[config.mk]
export PLATFORM = sky130hd
export DESIGN_NAME = freq_counter_multi
export DESIGN_NICKNAME = d
export VERILOG_FILES = /design/src/rtl/freq_counter_multi.sv
export SDC_FILE = /design/constraint.sdc
export NUM_CORES = 1
export LEC_CHECK = 0
export ABC_AREA = 1
export CAP_MARGIN = 10
export CORE_UTILIZATION = 55
export CTS_CLUSTER_DIAMETER = 100
export DETAILED_ROUTE_END_ITERATION = 12
export HOLD_SLACK_MARGIN = 0.02
export PLACE_DENSITY = 0.75
export SLEW_MARGIN = 20
export SYNTH_ARGS = -nofsm -noshare
export SYNTH_HDL_FRONTEND = slang
export SYNTH_SLANG_ARGS = --single-unit
export TNS_END_PERCENT = 100
[constraint.sdc]
create_clock -name Clock -period 3.55 [get_ports Clock]
set_clock_uncertainty 0.05 [all_clocks]
set_input_delay 0.355 -clock Clock [delete_from_list [all_inputs] [get_ports Clock]]
set_output_delay 0.355 -clock Clock [all_outputs]
set_load 0.02 [all_outputs]
[src/rtl/freq_counter_multi.sv]
// freq_counter_multi: multi-channel frequency counter with a small register
// interface. Counts rising edges of one selected channel over 2^k gate
// windows and reports average, minimum and maximum count per window.
module freq_counter_multi #(
  parameter int unsigned NUM_CH      = 24,
  parameter int unsigned CNT_W       = 16,
  parameter int unsigned GATE_CYCLES = 50000,
  parameter int unsigned MAX_LOG2    = 7,
  parameter int unsigned ADDR_W      = 6
) (
  input  logic              Clock,
  input  logic              nResetIn,
  input  logic [NUM_CH-1:0] in_signal,
  input  logic [ADDR_W-1:0] address,
  input  logic              wr_enable,
  input  logic [15:0]       mem_read,
  input  logic              rd_enable,
  output logic [15:0]       mem_write,
  output logic              irq_out
);

  localparam int unsigned SUM_W  = CNT_W + MAX_LOG2;
  localparam int unsigned GATE_W = $clog2(GATE_CYCLES);
  localparam int unsigned IDX_W  = MAX_LOG2 + 1;

  localparam logic [GATE_W-1:0] GATE_LAST = GATE_W'(GATE_CYCLES - 1);
  localparam logic [CNT_W-1:0]  CNT_MAX   = '1;
  localparam logic [5:0]        NUM_CH_L  = 6'(NUM_CH);
  localparam logic [2:0]        MAX_K     = 3'(MAX_LOG2);

  localparam logic [ADDR_W-1:0] A_CTRL   = ADDR_W'(0);
  localparam logic [ADDR_W-1:0] A_STATUS = ADDR_W'(1);
  localparam logic [ADDR_W-1:0] A_LOG2N  = ADDR_W'(2);
  localparam logic [ADDR_W-1:0] A_AVG    = ADDR_W'(3);
  localparam logic [ADDR_W-1:0] A_MIN    = ADDR_W'(4);
  localparam logic [ADDR_W-1:0] A_MAX    = ADDR_W'(5);

  typedef enum logic [2:0] {
    S_IDLE,
    S_SETTLE,
    S_GATE,
    S_ACCUM,
    S_DONE
  } state_t;

  state_t            state_q, state_d;
  logic              irq_en_q, irq_en_d;
  logic [4:0]        chan_reg_q, chan_reg_d;
  logic              done_q, done_d;
  logic              ovf_q, ovf_d;
  logic              chan_err_q, chan_err_d;
  logic [2:0]        k_reg_q, k_reg_d;
  logic [4:0]        chan_sel_q, chan_sel_d;
  logic [2:0]        k_run_q, k_run_d;
  logic              sync1_q, sync1_d;
  logic              sync2_q, sync2_d;
  logic              prev_q, prev_d;
  logic [1:0]        settle_q, settle_d;
  logic [GATE_W-1:0] gate_q, gate_d;
  logic [CNT_W-1:0]  edge_q, edge_d;
  logic [SUM_W-1:0]  sum_q, sum_d;
  logic [CNT_W-1:0]  min_q, min_d;
  logic [CNT_W-1:0]  max_q, max_d;
  logic [IDX_W-1:0]  idx_q, idx_d;
  logic [CNT_W-1:0]  res_avg_q, res_avg_d;
  logic [CNT_W-1:0]  res_min_q, res_min_d;
  logic [CNT_W-1:0]  res_max_q, res_max_d;
  logic [15:0]       rdata_q, rdata_d;

  logic              busy;
  logic              sel_bit;
  logic              rise;
  logic              wr_ctrl, wr_status, wr_log2n;
  logic              start_req, chan_ok;
  logic [4:0]        start_ch;
  logic [IDX_W-1:0]  idx_inc;
  logic              unused_wdata;

  assign busy      = (state_q != S_IDLE);
  assign rise      = sync2_q & ~prev_q;
  assign wr_ctrl   = wr_enable && (address == A_CTRL);
  assign wr_status = wr_enable && (address == A_STATUS);
  assign wr_log2n  = wr_enable && (address == A_LOG2N);
  assign start_ch  = mem_read[12:8];
  assign start_req = wr_ctrl && mem_read[0] && !busy;
  assign chan_ok   = ({1'b0, start_ch} < NUM_CH_L);
  assign idx_inc   = idx_q + IDX_W'(1);

  assign unused_wdata = ^{mem_read[15:13], mem_read[7:2]};

  assign mem_write = rdata_q;
  assign irq_out   = done_q & irq_en_q;

  // Channel mux driven by the selection latched at start.
  always_comb begin
    sel_bit = 1'b0;
    for (int unsigned i = 0; i < NUM_CH; i++) begin
      if (chan_sel_q == 5'(i)) sel_bit = in_signal[i];
    end
  end

  // Next-state for registers, synchroniser and measurement FSM.
  always_comb begin
    state_d    = state_q;
    irq_en_d   = irq_en_q;
    chan_reg_d = chan_reg_q;
    done_d     = done_q;
    ovf_d      = ovf_q;
    chan_err_d = chan_err_q;
    k_reg_d    = k_reg_q;
    chan_sel_d = chan_sel_q;
    k_run_d    = k_run_q;
    sync1_d    = sel_bit;
    sync2_d    = sync1_q;
    prev_d     = sync2_q;
    settle_d   = settle_q;
    gate_d     = gate_q;
    edge_d     = edge_q;
    sum_d      = sum_q;
    min_d      = min_q;
    max_d      = max_q;
    idx_d      = idx_q;
    res_avg_d  = res_avg_q;
    res_min_d  = res_min_q;
    res_max_d  = res_max_q;

    if (wr_ctrl) begin
      irq_en_d   = mem_read[1];
      chan_reg_d = mem_read[12:8];
    end
    if (wr_status) begin
      if (mem_read[1]) done_d     = 1'b0;
      if (mem_read[2]) ovf_d      = 1'b0;
      if (mem_read[3]) chan_err_d = 1'b0;
    end
    if (wr_log2n) begin
      k_reg_d = (mem_read[2:0] > MAX_K) ? MAX_K : mem_read[2:0];
    end
    if (start_req && !chan_ok) chan_err_d = 1'b1;

    case (state_q)
      S_IDLE: begin
        if (start_req && chan_ok) begin
          chan_sel_d = start_ch;
          k_run_d    = k_reg_q;
          done_d     = 1'b0;
          ovf_d      = 1'b0;
          settle_d   = '0;
          gate_d     = '0;
          edge_d     = '0;
          sum_d      = '0;
          idx_d      = '0;
          state_d    = S_SETTLE;
        end
      end
      S_SETTLE: begin
        settle_d = settle_q + 2'd1;
        if (settle_q == 2'd3) state_d = S_GATE;
      end
      S_GATE: begin
        if (rise) begin
          if (edge_q == CNT_MAX) ovf_d = 1'b1;
          else edge_d = edge_q + CNT_W'(1);
        end
        if (gate_q == GATE_LAST) begin
          gate_d  = '0;
          state_d = S_ACCUM;
        end else begin
          gate_d = gate_q + GATE_W'(1);
        end
      end
      S_ACCUM: begin
        sum_d = sum_q + SUM_W'(edge_q);
        if (idx_q == '0) begin
          min_d = edge_q;
          max_d = edge_q;
        end else begin
          if (edge_q < min_q) min_d = edge_q;
          if (edge_q > max_q) max_d = edge_q;
        end
        idx_d  = idx_inc;
        edge_d = '0;
        if (idx_inc == (IDX_W'(1) << k_run_q)) state_d = S_DONE;
        else state_d = S_GATE;
      end
      S_DONE: begin
        // Average is taken from the final sum here so results publish atomically.
        res_avg_d = CNT_W'(sum_q >> k_run_q);
        res_min_d = min_q;
        res_max_d = max_q;
        done_d    = 1'b1;
        state_d   = S_IDLE;
      end
      default: state_d = S_IDLE;
    endcase
  end

  // Registered read data; sampled from pre-write register values.
  always_comb begin
    rdata_d = rdata_q;
    if (rd_enable) begin
      rdata_d = '0;
      if (address == A_CTRL) begin
        rdata_d[1]    = irq_en_q;
        rdata_d[12:8] = chan_reg_q;
      end else if (address == A_STATUS) begin
        rdata_d[3:0] = {chan_err_q, ovf_q, done_q, busy};
      end else if (address == A_LOG2N) begin
        rdata_d[2:0] = k_reg_q;
      end else if (address == A_AVG) begin
        rdata_d = 16'(res_avg_q);
      end else if (address == A_MIN) begin
        rdata_d = 16'(res_min_q);
      end else if (address == A_MAX) begin
        rdata_d = 16'(res_max_q);
      end
    end
  end

  // State registers with asynchronous active-low reset.
  always_ff @(posedge Clock or negedge nResetIn) begin
    if (!nResetIn) begin
      state_q    <= S_IDLE;
      irq_en_q   <= 1'b0;
      chan_reg_q <= '0;
      done_q     <= 1'b0;
      ovf_q      <= 1'b0;
      chan_err_q <= 1'b0;
      k_reg_q    <= '0;
      chan_sel_q <= '0;
      k_run_q    <= '0;
      sync1_q    <= 1'b0;
      sync2_q    <= 1'b0;
      prev_q     <= 1'b0;
      settle_q   <= '0;
      gate_q     <= '0;
      edge_q     <= '0;
      sum_q      <= '0;
      min_q      <= '0;
      max_q      <= '0;
      idx_q      <= '0;
      res_avg_q  <= '0;
      res_min_q  <= '0;
      res_max_q  <= '0;
      rdata_q    <= '0;
    end else begin
      state_q    <= state_d;
      irq_en_q   <= irq_en_d;
      chan_reg_q <= chan_reg_d;
      done_q     <= done_d;
      ovf_q      <= ovf_d;
      chan_err_q <= chan_err_d;
      k_reg_q    <= k_reg_d;
      chan_sel_q <= chan_sel_d;
      k_run_q    <= k_run_d;
      sync1_q    <= sync1_d;
      sync2_q    <= sync2_d;
      prev_q     <= prev_d;
      settle_q   <= settle_d;
      gate_q     <= gate_d;
      edge_q     <= edge_d;
      sum_q      <= sum_d;
      min_q      <= min_d;
      max_q      <= max_d;
      idx_q      <= idx_d;
      res_avg_q  <= res_avg_d;
      res_min_q  <= res_min_d;
      res_max_q  <= res_max_d;
      rdata_q    <= rdata_d;
    end
  end

endmodule

== Word-level counts from Yosys, hierarchy flattened ==
Cells that the tools add are included.
Storage, ports and cells
  word-level logic and storage cells: 180
  input bits: 50
  register bits: 187
  output and inout port bits: 17
Cells by class
  mux-type cells: 71
  shift operators: 2
  reductions and logical operators: 31
  eq/ne operators: 41
  $add $sub $neg: 5
  bitwise gates (word level): 3
  $lt $le $gt $ge: 4
Operators by type and width (number)
  two-way mux 16 bit: 11
  one-hot mux 16 bit (3 select lines): 1
  one-hot mux 23 bit (2 select lines): 1
  == test 5 x 4 -> 1 bit (second input constant): 8
  == test 5 bit (second input constant): 8
  two-way mux 1 bit: 37
  adder 16 x 1 -> 16 bit (second input constant): 2
  == test 16 bit (second input constant): 2
  one-hot mux 16 bit (2 select lines): 1
  adder 23 x 16 -> 23 bit: 1
  two-way mux 23 bit: 1
  right shift 23 x 3 -> 16 bit: 1
  two-way mux 3 bit: 7
  == test 5 x 3 -> 1 bit (second input constant): 4
  > comparator 16 bit: 1
  < comparator 16 bit: 1
  one-hot mux 8 bit (2 select lines): 1
  AND reduction 2 bit: 7
  nonzero test 2 bit: 7
  two-way mux 13 bit: 1
  == test 6 x 2 -> 1 bit (second input constant): 2
  == test 6 x 3 -> 1 bit (second input constant): 2
  two-way mux 12 bit: 1
  one-hot mux 3 bit (4 select lines): 1
  other kinds (32): 48

== Logic depth before layout (Yosys ltp) ==
  depth in word-level cells: 25
  gate-level depth with buffers: 17
  mapped depth without buffers: 17

== Worst setup path after synthesis ==
Ideal clock, no wire load.
  path kind: reg2reg
  start point: register edge_q[2]
  end point: register sum_q[15]
  required time: 3.382 ns
  library setup time: 0.118 ns
  clock period less this slack: 2.284 ns
  arrival time: 2.116 ns
  cell stages (with the launch flop): 15
  slack: 1.266 ns
  path through: dfrtp_1 ha_1 a21o_1 nand2_1 nand3_1 a21boi_1 o21ai_1 nand2_1 nand2_1 a21oi_2 nor2_1 o21ai_1 nand3b_1 nand3_1 nand2_1
Between the ends
  cells in the longest elaborated chain, start to end: 2
Ends and longest elaborated chain
  from (decl): line 60  | logic [CNT_W-1:0] edge_q, edge_d;
  from (signal assigned): line 261  | edge_q <= edge_d;
  adder 23 x 16 -> 23 bit: line 173  | sum_d = sum_q + SUM_W'(edge_q);
  one-hot mux 23 bit (2 select lines): line 141  | case (state_q)
  to (signal assigned): line 262  | sum_q <= sum_d;
  to (decl): line 61  | logic [SUM_W-1:0] sum_q, sum_d;
Every way passes these cells.
A chain may end at the register's enable or synchronous reset.

== Final worst setup path ==
  start point: register edge_q[3]
  end point: register min_q[5]
Between the ends
  cells in the longest elaborated chain, start to end: 3
Ends and longest elaborated chain
  < comparator 16 bit: line 178  | if (edge_q < min_q) min_d = edge_q;
  nonzero test 2 bit (no line)
  AND reduction 2 bit (no line)
  to (signal assigned): line 263  | min_q <= min_d;
  to (decl): line 62  | logic [CNT_W-1:0] min_q, min_d;
Every way passes these cells.

==> qor.yml <==
ys_ff_latch: 187
powerDensity_nw_per_um2: 355
yosys.area.top_type: "dfrtp_1"
synth_top_area_frac: 0.443
status: "complete, no violations"
min_period_ns: 2.78
cts_sinks: 187
worstPathMaxFanout: 20
vdd_ir_drop_max_v: 0.000338
setup-tns-final_ns: 0
seq_area_frac_synth: 0.443
antenna_found_initial: 0
syn_area_um2: 10600
cts_max_path_buffers: 2
grt_usage: 0.280
relSlewSlack: 0.408
dieWidth_um: 141
synth.area.top_cells: "dfrtp_1 44%, nand2_1 10%, o21ai_0 8.3%"
yosys_most_used_dff: "dfrtp_1"
syn2layout_area_growth_pct: 14.4
fp.dieH_um: 141
setup_viol: 0
final_cell_count_no_fill: 1624
wl_mm: 26.1
row_count: 50
critPathLaunch: "edge_q[3]$_DFFE_PN0P_"
ios: 67
drive_gt1_frac: 0.0612
wl_per_cell_um: 16.1
crit_type: "flop to flop"
rsz0062_at_grt: "no"
synth_nets: 1423
dieArea_um2: 19700
worstPathRequired_ns: 3.82
dr.pass1.iters: 5
finalHoldViolCount: 0
root_buffer: "clkbuf_16"
drt_iter0_markers: 771
syn_avg_cell_area_um2: 7.99
syn-instance-count: 1320
async_flop_share: 1.00
grt.overflow.total: 0
vias_per_cell: 5.66
cts_tree: "yes"
grt_pass1_vias: 8755
synth_common_cells: "284 x nand2_1, 187 x dfrtp_1, 184 x inv_1, 174 x o21ai_0, 75 x nor2_1"
r2r_slack_ns: 0.77
worstSetupEndpointType: "flop"
grt_max_degree: 97
fmax_ghz: 0.360
yosysMostFrequentCell: "nand2_1"
startpoint_type: "flop"
fin_ws_ns: 0.774
start_util: 0.562
finalMaxSlewViolations: 0
dp_cells: 1591
cp.arrival_ns: 3.04
reg2reg_from: "edge_q[3]$_DFFE_PN0P_"
maxCapViolations: 0
synth-edff-count: 0
postRouteAntennaNets: 0
hold_start: "sync1_q$_DFF_PN0_"
routed-via-count: 9199
cts.clk_slew.worst_paths_ns: 0.07
nets: 1480
grt_pass1_wl_mm: 43.2
clock_latency_ns: 0.44
post-route-period-util: 0.782
dpl.hpwl_mm: 19.2
yosysUniqueCellTypes: 54
cts_buffers: 17
port-buffer-count: 59
hold_path_class: "flop to flop"
core_um2: 18800
cts-resized-gates: 0
post-place-ws_ns: 0.590
power.leakage_uw: 0.00568
drcViolationCount: 0
place_congestion: 0.875
ys_warn_count: 0
num_antenna_cells: 0
htreeDepth: 4
utilization: 0.643
worstMarginPinSlew_ns: 0.887
kinds of logic (layout without fill, tap and decap cells):
| logic type | count (synthesis) | in the layout | synth area share |
|---|---|---|---|
| compound gates | 332 | 332 | 0.177 |
| simple gates | 481 | 481 | 0.202 |
| xor+xnor | 23 | 23 | 0.0191 |
| fa+ha+maj | 53 | 53 | 0.0636 |
| mux | 12 | 12 | 0.0119 |
| flops | 187 | 187 | 0.443 |
| buf+inv | 232 | 302 | 0.0830 |
sequential cells by signal, summed over array words and instances, names as in the netlist, 2 cells and up:
name	cells
sum_q	23
chan_sel_q	5
min_q	16
edge_q	16
res_min_q	16
chan_reg_q	5
k_run_q	3
max_q	16
k_reg_q	3
idx_q	8
res_max_q	16
res_avg_q	16
gate_q	16
mem_write	16
state_q	3
settle_q	2
final timing paths:
kind / to / depth (start not counted)
max: min_q[5]$_DFFE_PN0P_ / 11
min: prev_d$_DFF_PN0_ / 0
max reg2reg: min_q[5]$_DFFE_PN0P_ / 11
min reg2reg: prev_d$_DFF_PN0_ / 0
max in group asynchronous: min_q[10]$_DFFE_PN0P_ / 3
min in group asynchronous: mem_write[9]$_DFFE_PN0P_ / 2
critical path, cell delays in order (launching register included):
cell,delay (ns)
dfrtp_1,0.53
ha_1,0.37
nand2_1,0.05
o21ai_0,0.18
a21oi_1,0.10
o21bai_1,0.12
a31oi_1,0.14
o31ai_1,0.35
nand2_1,0.10
nand2_1,0.37
buf_12,0.21
o21ai_0,0.08
repair_timing:
action | CTS | global route
hold buffers | 1 | 0
setup buffers | 0 | 0
hold endpoints to repair | 92 | 0
power breakdown:
part           leakage (µW)  total (µW)  internal (µW)  switching [µW]
registers           0.00243        2160           2150            11.7
clock network      0.000301        1980           1090             889
logic               0.00295         147           62.8            84.1
total               0.00568        4280           3300             984
through the flow:
stage | hold slack (ns) | power, µW | instance area, µm²
floorplan | 0.00941 | 2230 | 10600
global placement | 0.287 | 2340 | 11500
detailed placement | 0.306 | 2350 | 11500
CTS | 0.313 | 4310 | 12100
global route | 0.316 | 4410 | 12100
finish | 0.312 | 4280 | 12100
layout by cell type (no fill, tap or decap), drive strengths merged, types with 10 or more instances in the layout:
cell	n
a21oi	62
a31oi	10
buf	18
clkbuf	19
clkdlybuf4s50	58
dfrtp	187
ha	52
inv	197
nand2	286
nand3	49
nand4	28
nor2	87
nor3	20
o21ai	180
o22ai	30
xor2	16
final cells by class:
class                   count  area (µm²)
multi-input cells         901        5000
fillers                  1581        6690
repair buffers             78         764
well taps                 234         293
inverters                 192         721
clock inverters            14         175
flip-flops and latches    187        4680
clock buffers              18         439
routing by layer:
| metal | track usage | part of all wire | vias up |
|---|---|---|---|
| li1 | - | - | 4531 |
| met1 | 0.405 | 0.47 | 4352 |
| met2 | 0.431 | 0.45 | 276 |
| met3 | 0.0410 | 0.060 | 40 |
| met4 | 0.0973 | 0.027 | 0 |
| met5 | 0 | 0 | - |
No activity file was read; power rests on OpenSTA's default activity.
